==> src/rtl/dram_arb_pkg.sv <==
// Shared types and constants for the two-requester DRAM arbiter.
// Optional build macro: ARB_FIXED_PRIO_EN (m0 always wins contested cycles).
package dram_arb_pkg;

    localparam int ADDR_W_DEF = 16;
    localparam int DATA_W_DEF = 32;

    localparam logic ARB_M0 = 1'b0;
    localparam logic ARB_M1 = 1'b1;

    typedef enum logic [1:0] {
        IDLE   = 2'd0,
        ACCESS = 2'd1,
        RESP   = 2'd2
    } arb_state_e;

endpackage

==> src/rtl/dram_arbiter_rr_arb2.sv <==
// Combinational 2-way arbiter. Round-robin on `last` by default;
// with ARB_FIXED_PRIO_EN defined, m0 always wins and `last` is ignored.
module rr_arb2
    import dram_arb_pkg::*;
(
    input  logic [1:0] req,
    input  logic       last,
    output logic       winner
);

`ifdef ARB_FIXED_PRIO_EN
    logic unused_last_s;
    assign unused_last_s = last;

    // Fixed priority: m0 first, m1 only when m0 is idle.
    always_comb begin
        winner = ARB_M0;
        if (req[0]) begin
            winner = ARB_M0;
        end else if (req[1]) begin
            winner = ARB_M1;
        end else begin
            winner = ARB_M0;
        end
    end
`else
    // Round-robin: a contested cycle goes to the requester not served last.
    always_comb begin
        winner = ARB_M0;
        case (req)
            2'b01:   winner = ARB_M0;
            2'b10:   winner = ARB_M1;
            2'b11:   winner = (last == ARB_M0) ? ARB_M1 : ARB_M0;
            default: winner = ARB_M0;
        endcase
    end
`endif

endmodule

==> src/rtl/dram_arbiter.sv <==
// Shares a single-port DRAM (combinational read, clocked write) between the
// CPU data port (m0) and the loader/debug port (m1). One transfer in flight:
// IDLE (arbitrate + latch) -> ACCESS (drive DRAM, capture spo) -> RESP (ack).
// Optional build macro: ARB_FIXED_PRIO_EN (see rr_arb2).
module dram_arbiter
    import dram_arb_pkg::*;
#(
    parameter int ADDR_W = ADDR_W_DEF,
    parameter int DATA_W = DATA_W_DEF
) (
    input  logic              fpga_clk,
    input  logic              fpga_rst,

    input  logic              m0_req,
    input  logic              m0_we,
    input  logic [31:0]       m0_addr,
    input  logic [DATA_W-1:0] m0_wdata,
    output logic              m0_ack,
    output logic [DATA_W-1:0] m0_rdata,

    input  logic              m1_req,
    input  logic              m1_we,
    input  logic [31:0]       m1_addr,
    input  logic [DATA_W-1:0] m1_wdata,
    output logic              m1_ack,
    output logic [DATA_W-1:0] m1_rdata,

    output logic [ADDR_W-1:0] dram_a,
    output logic              dram_we,
    output logic [DATA_W-1:0] dram_d,
    input  logic [DATA_W-1:0] dram_spo,

    output logic              busy,
    output logic              grant
);

    arb_state_e        state_q, state_d;
    logic              last_q, last_d;
    logic              grant_q, grant_d;
    logic              we_q, we_d;
    logic [ADDR_W-1:0] addr_q, addr_d;
    logic [DATA_W-1:0] wdata_q, wdata_d;
    logic              m0_ack_q, m0_ack_d;
    logic              m1_ack_q, m1_ack_d;
    logic [DATA_W-1:0] m0_rdata_q, m0_rdata_d;
    logic [DATA_W-1:0] m1_rdata_q, m1_rdata_d;
    logic              winner_s;

    // Only the low ADDR_W byte-address bits reach the DRAM.
    logic unused_addr_hi_s;
    assign unused_addr_hi_s = ^{m0_addr[31:ADDR_W], m1_addr[31:ADDR_W]};

    rr_arb2 u_arb (
        .req    ({m1_req, m0_req}),
        .last   (last_q),
        .winner (winner_s)
    );

    // State and datapath registers with synchronous reset.
    always_ff @(posedge fpga_clk) begin
        if (fpga_rst) begin
            state_q    <= IDLE;
            last_q     <= ARB_M1;
            grant_q    <= ARB_M0;
            we_q       <= 1'b0;
            addr_q     <= {ADDR_W{1'b0}};
            wdata_q    <= {DATA_W{1'b0}};
            m0_ack_q   <= 1'b0;
            m1_ack_q   <= 1'b0;
            m0_rdata_q <= {DATA_W{1'b0}};
            m1_rdata_q <= {DATA_W{1'b0}};
        end else begin
            state_q    <= state_d;
            last_q     <= last_d;
            grant_q    <= grant_d;
            we_q       <= we_d;
            addr_q     <= addr_d;
            wdata_q    <= wdata_d;
            m0_ack_q   <= m0_ack_d;
            m1_ack_q   <= m1_ack_d;
            m0_rdata_q <= m0_rdata_d;
            m1_rdata_q <= m1_rdata_d;
        end
    end

    // Next-state: leave IDLE on any request, then ACCESS and RESP for one cycle each.
    always_comb begin
        state_d = state_q;
        case (state_q)
            IDLE: begin
                if (m0_req || m1_req) begin
                    state_d = ACCESS;
                end else begin
                    state_d = IDLE;
                end
            end
            ACCESS:  state_d = RESP;
            RESP:    state_d = IDLE;
            default: state_d = IDLE;
        endcase
    end

    // Per-state register updates: latch winner in IDLE, capture spo and raise
    // the ack at the end of ACCESS, record the served requester in RESP.
    always_comb begin
        last_d     = last_q;
        grant_d    = grant_q;
        we_d       = we_q;
        addr_d     = addr_q;
        wdata_d    = wdata_q;
        m0_ack_d   = 1'b0;
        m1_ack_d   = 1'b0;
        m0_rdata_d = m0_rdata_q;
        m1_rdata_d = m1_rdata_q;
        case (state_q)
            IDLE: begin
                if (m0_req || m1_req) begin
                    grant_d = winner_s;
                    if (winner_s == ARB_M1) begin
                        we_d    = m1_we;
                        addr_d  = m1_addr[ADDR_W-1:0];
                        wdata_d = m1_wdata;
                    end else begin
                        we_d    = m0_we;
                        addr_d  = m0_addr[ADDR_W-1:0];
                        wdata_d = m0_wdata;
                    end
                end else begin
                    grant_d = grant_q;
                end
            end
            ACCESS: begin
                if (grant_q == ARB_M1) begin
                    m1_ack_d   = 1'b1;
                    m1_rdata_d = dram_spo;
                end else begin
                    m0_ack_d   = 1'b1;
                    m0_rdata_d = dram_spo;
                end
            end
            RESP: begin
                last_d = grant_q;
            end
            default: begin
                last_d = last_q;
            end
        endcase
    end

    // DRAM write strobe only in ACCESS, and never while reset is asserted.
    assign dram_we  = (state_q == ACCESS) && we_q && !fpga_rst;
    assign dram_a   = addr_q;
    assign dram_d   = wdata_q;

    assign busy     = (state_q != IDLE);
    assign grant    = grant_q;
    assign m0_ack   = m0_ack_q;
    assign m1_ack   = m1_ack_q;
    assign m0_rdata = m0_rdata_q;
    assign m1_rdata = m1_rdata_q;

endmodule

==> config.mk <==
export PLATFORM = sky130hd
export DESIGN_NAME = dram_arbiter
export DESIGN_NICKNAME = d
export VERILOG_FILES = /design/src/rtl/dram_arb_pkg.sv /design/src/rtl/dram_arbiter_rr_arb2.sv /design/src/rtl/dram_arbiter.sv
export SDC_FILE = /design/constraint.sdc
export NUM_CORES = 1
export LEC_CHECK = 0
export CORE_MARGIN = 5
export CORE_UTILIZATION = 25
export DETAILED_ROUTE_END_ITERATION = 8
export SYNTH_ARGS = -nofsm -noshare
export SYNTH_HDL_FRONTEND = slang
export SYNTH_SLANG_ARGS = --single-unit
==> constraint.sdc <==
create_clock -name fpga_clk -period 1.5 [get_ports fpga_clk]
set_clock_uncertainty 0.05 [all_clocks]
set_input_delay 0.45 -clock fpga_clk [delete_from_list [all_inputs] [get_ports fpga_clk]]
set_output_delay 0.45 -clock fpga_clk [all_outputs]
set_load 0.01 [all_outputs]
==> results.yml, run 1 <==
global_routing:
  via_count_of_the_first_global_routing_pass: 4922
  busiest_layer_in_global_routing: "met2"
  antenna_violations_before_repair: 0
  grt_util_all_layers: 0.1611
  groute.layer.met1.usage: 0.1956
  grt_pass1_wl_mm: 27.46
  grt.overflow.total: 0
  grtUsageMet3: 0.05984
  grt_start_max_net_pins: 67
  grtUsageMet2: 0.2638
synth:
  yosys_warnings: 0
  post_synth.cell_area_avg_um2: 8.103
  synth.lib_cells_used.distinct: 27
  post_synth_inst_count: 582
  synthesis.nets: 748
  synth-seq-cells: 119
  synth_seq_area_share: 0.5052
  synth_area_um2: 4716
placed_design:
  placement_stage_cell_area_um2: 7561
  placed_cells_incl_taps: 1036
  preCtsSetupSlack_ps: -647.7
  routabilityCongestion: 0.7522
  dpl.hpwl_mm: 11.34
  port_buffers: 250
clock_network:
  tritoncts_num_sinks: 119
  clock_tree.htree_level_count: 4
  ctsHoldBuffers: 0
  numCtsBuffers: 17
  cts_tree: "yes"
  cts_root_buffer: "sky130_fd_sc_hd__clkbuf_16"
  clk_latency_ps: 400
  cts_buffer_depth: 2
  clk_pin_slew_worst_paths_ps: 50
detailed_routing:
  total_via_count_after_detailed_routing: 5011
  detail_route.drc_violations: 0
  ant_nets: 0
  firstDrtPassIters: 4
  drt_wl_total_mm: 18.27
  route.detailed.wl_per_inst_um: 16.90
  first_iter_violations: 157
  post_drt_via_cell_ratio: 4.636
outcome:
  failed_checks: "setup timing"
  result_of_the_run: "finished, violations left"
worst_hold_path:
  min-delay-path-class: "primary input to flop"
sta:
  fin_ws_ps: -245.3
  fmaxAchievable_ghz: 0.5730
  grt_setup_unrepaired: "true"
  report.final.hold_viol_count: 0
  totalNegativeSetupSlack_ps: -1824
  hold_ws_ps: 324.7
  relSlewSlack: 0.5236
  timing.final.max_slew_violations: 0
  finalWorstPathRequiredPeriod_ps: 1745
  setup_violations: 29
  tightestPinTransition_ps: 714.5
  min_period_over_period: 1.164
finish:
  mostFrequentLayoutCell: "sky130_fd_sc_hd__nand2_1"
  layout-drive-gt1-share: 0.2715
  finalNetCount: 1000
  antenna-diode-count: 0
  design_area_um2: 8014
  layout_common_cells: "227 x sky130_fd_sc_hd__nand2_1, 130 x sky130_fd_sc_hd__clkdlybuf4s50_1, 114 x sky130_fd_sc_hd__a21oi_1"
  area_delta_synth_final_pct: 69.94
  instances_no_fill: 1081
die:
  core_region_area_um2: 18640
  die_h_um: 147.3
  starting_density_of_the_core: 0.2530
  die_area_um2: 21710
  die-width_um: 147.3
  fp-row-count: 50
  top_level_ports: 283
run:
  reported_max_cap_violation_count: 0
setup_path:
  setup.worst_path.start_class: "flop"
  worst_ep_required_time_ps: 1000
  path_class: "flop to primary output"
  crit_path_max_fanout: 2
  crit_arrival_ps: 1250
  end_kind: "primary output"
power:
  power_per_cell_area_nw_per_um2: 1204
  worst_vdd_ir_v: 0.0007593
  p_leak_nw: 3.290
## worst paths after layout
kind / start / end / slack (ps) / depth (start not counted)
worst max register to register: state_q[0] / dram_d[15] / -80 / 9
worst min-delay path: fpga_rst / state_q[1] / 320 / 3
worst max-delay path: state_q[1] / dram_we / -250 / 4
worst min register to register: m0_rdata[16] / m0_rdata[16] / 400 / 2
## kinds of logic (layout without fill, tap and decap cells)
kind of cell / count (synthesis) / after routing / share of synthesized area
flops: 119 / 119 / 0.5052
simple gates: 242 / 242 / 0.2027
compound gates: 167 / 167 / 0.2327
buf+inv: 54 / 319 / 0.05943
## worst max-delay path, cell delays in order, from the launching register on
cell	delay (ps)
sky130_fd_sc_hd__dfxtp_2	320
sky130_fd_sc_hd__nor3b_2	150
sky130_fd_sc_hd__buf_4	130
sky130_fd_sc_hd__and2_4	140
sky130_fd_sc_hd__buf_6	100
## repair_timing
item / in CTS / in global routing
pin swaps: 5 / 1
gates cloned: 4 / 4
gates resized for setup: 383 / 94
endpoints found under the setup margin: 166 / 136
hold endpoints to repair: 0 / 0
setup buffers: 4 / 1
## layout make-up
type | count | area (um^2)
Clock buffer | 18 | 439.2
Multi-Input combinational cell | 409 | 2079
Tap cell | 234 | 292.8
Sequential cell | 119 | 2414
Clock inverter | 14 | 172.7
Fill cell | 1986 | 10630
Inverter | 1 | 3.754
Timing Repair Buffer | 286 | 2613
## routing by layer
metal	share of wire	routed length, um
met5	0	0
met2	0.47	8565
met1	0.43	7872
met3	0.082	1500
met4	0.018	329
## cells in the mapped netlist
library cell / number / area [um^2]
sky130_fd_sc_hd__a21bo_2: 1 / 10.01
sky130_fd_sc_hd__dfxtp_1: 119 / 2382
sky130_fd_sc_hd__nand2_1: 227 / 852.1
sky130_fd_sc_hd__or3b_1: 1 / 8.760
sky130_fd_sc_hd__buf_6: 5 / 56.30
sky130_fd_sc_hd__a311oi_2: 10 / 150.1
sky130_fd_sc_hd__a21oi_1: 114 / 570.6
sky130_fd_sc_hd__nor3_1: 1 / 5.000
sky130_fd_sc_hd__o21ai_0: 1 / 5.000
sky130_fd_sc_hd__nor3b_1: 1 / 7.510
sky130_fd_sc_hd__a211o_1: 1 / 8.760
sky130_fd_sc_hd__a21boi_2: 1 / 11.26
sky130_fd_sc_hd__or2_1: 1 / 6.260
sky130_fd_sc_hd__nor3b_2: 1 / 12.51
sky130_fd_sc_hd__nand3b_1: 1 / 7.510
sky130_fd_sc_hd__buf_2: 23 / 115.1
sky130_fd_sc_hd__a311oi_1: 39 / 341.6
sky130_fd_sc_hd__buf_4: 3 / 22.52
sky130_fd_sc_hd__and2_1: 1 / 6.260
sky130_fd_sc_hd__nor2_2: 1 / 6.260
sky130_fd_sc_hd__clkbuf_1: 19 / 71.32
sky130_fd_sc_hd__inv_2: 1 / 3.750
sky130_fd_sc_hd__buf_1: 3 / 11.26
sky130_fd_sc_hd__nor2_1: 3 / 11.26
sky130_fd_sc_hd__nor2_4: 1 / 11.26
sky130_fd_sc_hd__and3b_1: 1 / 8.760
sky130_fd_sc_hd__nor2b_1: 2 / 12.51
## state kept, by name, indices dropped and copies added (netlist names)
| name | cells |
|---|---|
| dram_d | 32 |
| m0_rdata | 32 |
| m1_rdata | 32 |
| dram_a | 16 |
| state_q | 2 |
| grant | 1 |
| last_q | 1 |
| m0_ack | 1 |
| m1_ack | 1 |
| we_q | 1 |
## stage by stage
| step | util | power, mW |
|---|---|---|
| after global routing | 0.4299 | 10.11 |
| after global placement | 0.4056 | 5.437 |
| after CTS | 0.4469 | 9.777 |
| after floorplan | - | 4.347 |
| after detailed placement | 0.4056 | 5.444 |
| final | 0.4299 | 9.646 |
## power by group
group / internal, mW / leakage [nW] / switching [mW]
Combinational: 0.991 / 2.01 / 0.896
Sequential: 3.41 / 0.986 / 0.115
Clock: 2.67 / 0.297 / 1.57
Power figures use the tool's default switching activity.
==> inputs of run 2 (changes only) <==
--- a/config.mk
+++ b/config.mk
@@ -8,6 +8,7 @@
 export CORE_MARGIN = 5
 export CORE_UTILIZATION = 25
 export DETAILED_ROUTE_END_ITERATION = 8
+export DONT_BUFFER_PORTS = 1
 export SYNTH_ARGS = -nofsm -noshare
 export SYNTH_HDL_FRONTEND = slang
 export SYNTH_SLANG_ARGS = --single-unit
==> results.yml, run 2 (same netlist as run 1, synthesis figures left out) <==
power:
  power_per_cell_area_nw_per_um2: 1383
  p_leak_nw: 2.495
  total_power_mw: 9.279
  worst_vdd_ir_v: 0.0007088
sta:
  setup_violations: 34
  relSlewSlack: 0.7971
  min_period_over_period: 1.155
  finalWorstPathRequiredPeriod_ps: 1732
  tightestPinTransition_ps: 303.3
  grt_setup_unrepaired: "true"
  timing.final.max_slew_violations: 0
  hold_ws_ps: 58.14
  fmaxAchievable_ghz: 0.5774
  fin_ws_ps: -232.0
  report.final.hold_viol_count: 0
setup_path:
  crit-reg2reg-launch: "state_q[1]"
  crit_path_max_fanout: 3
  worst-path-buf-inv: 1
  crit_path_start: "state_q[0]"
  end_kind: "primary output"
  path_class: "flop to primary output"
  crit_arrival_ps: 1230
  worst_path_max_delay_cell: "sky130_fd_sc_hd__dfxtp_4"
  cp_cell_sequence: "nor3b_4 > buf_6 > and2_4"
  largest_stage_delay_on_the_critical_path_ps: 350
  worst_ep_required_time_ps: 1000
  timing.critical_path.max_delay_family: "flip-flops"
  setup.worst_path.start_class: "flop"
placed_design:
  dpl.hpwl_mm: 10.02
  routabilityCongestion: 0.7088
  placement_stage_cell_area_um2: 5051
  port_buffers: 0
run:
  reported_max_cap_violation_count: 0
die:
  die_area_um2: 21710
  top_level_ports: 283
  fp-row-count: 50
  die-width_um: 147.3
  core_region_area_um2: 18640
  die_h_um: 147.3
  starting_density_of_the_core: 0.2530
finish:
  finalNetCount: 765
  final_core_utilization: 0.3599
  area_delta_synth_final_pct: 42.29
  layout-drive-gt1-share: 0.3126
  design_area_um2: 6710
  layout_common_cells: "181 x sky130_fd_sc_hd__nand2_1, 116 x sky130_fd_sc_hd__dfxtp_1, 83 x sky130_fd_sc_hd__a21oi_1"
  mostFrequentLayoutCell: "sky130_fd_sc_hd__nand2_1"
  antenna-diode-count: 0
detailed_routing:
  total_via_count_after_detailed_routing: 4354
  drt_wl_total_mm: 17.88
  first_iter_violations: 141
  post_drt_via_cell_ratio: 5.153
  firstDrtPassIters: 4
  route.detailed.wl_per_inst_um: 21.15
  detail_route.drc_violations: 0
  ant_nets: 0
clock_network:
  cts_root_buffer: "sky130_fd_sc_hd__clkbuf_16"
  clk_latency_ps: 410
  cts_tree: "yes"
  tritoncts_num_sinks: 119
  ctsHoldBuffers: 0
  numCtsBuffers: 17
  clk_pin_slew_worst_paths_ps: 60
  cts_buffer_depth: 2
  clock_tree.htree_level_count: 4
global_routing:
  grt.overflow.total: 0
  groute.layer.met1.usage: 0.1556
  grt_start_max_net_pins: 120
  grtUsageMet2: 0.2329
  grtUsageMet3: 0.06909
  busiest_layer_in_global_routing: "met2"
  grt_pass1_wl_mm: 24.07
  via_count_of_the_first_global_routing_pass: 4237
  antenna_violations_before_repair: 0
  grt_util_all_layers: 0.1403
worst_hold_path:
  worst_hold_startpoint: "fpga_rst"
  min-delay-path-class: "primary input to flop"
outcome:
  result_of_the_run: "finished, violations left"
  failed_checks: "setup timing"
run 2: changes by cell type in the layout (fill, tap and decap cells not counted), sizes merged:
cell / delta
clkinv: -3
buf: -77
clkbuf: -11
inv: -2
clkdlybuf4s50: -130
bufbuf: -1
dlygate4sd2: -2
clkdlybuf4s15: -10
run 2: layout make-up:
| type | count | area [um^2] |
|---|---|---|
| fill | 1864 | 11930 |
| multi-input combinational | 409 | 2571 |
| sequential | 119 | 2394 |
| timing repair buffer | 51 | 859.6 |
| clock buffer | 22 | 464.2 |
| tap | 234 | 292.8 |
| clock inverter | 9 | 125.1 |
| inverter | 1 | 3.754 |
run 2: worst paths after layout:
path	end	slack, ps	cells after the start
worst max register to register	m0_rdata[27]	-110	7
worst min register to register	m1_rdata[15]	450	2
worst min-delay path	m0_rdata[7]	60	1
worst max-delay path	dram_we	-230	3
run 2: stage by stage:
stage          TNS (ps)  setup slack [ps]  std cells
4_1_cts           -3083            -243.5        825
6_report          -2820            -232.0        845
3_3_place_gp     -14.04            -14.04        783
3_5_place_dp     -68.00            -24.50        783
5_1_grt           -4913            -281.1        845
2_1_floorplan         0            0.3689        582
run 2: worst reg2reg max path, delay by kind of cell (launching register included):
family	cells	cell delay (ps)
buf+inv	4	550
compound gates	1	40
simple gates	2	500
flops	1	360
run 2: power by group:
group          leakage [nW]  switching [mW]  total [mW]  internal, mW
Sequential            0.978           0.312        3.71          3.40
Clock                 0.286            1.46        4.14          2.68
Combinational          1.23           0.712        1.43         0.717
Total                  2.49            2.48        9.28          6.79
run 2: per-layer routing:
metal / up-vias / share of wire
li1: 2030 / -
met1: 2095 / 0.38
met2: 206 / 0.49
met3: 23 / 0.11
met4: 0 / 0.017
met5: - / 0
run 2: timing repair:
action | 4_1_cts | 5_1_grt
pin swaps | 31 | 75
setup buffers | 8 | 11
gates resized for setup | 50 | 115
setup endpoints to repair | 34 | 83
cloned | 4 | 13
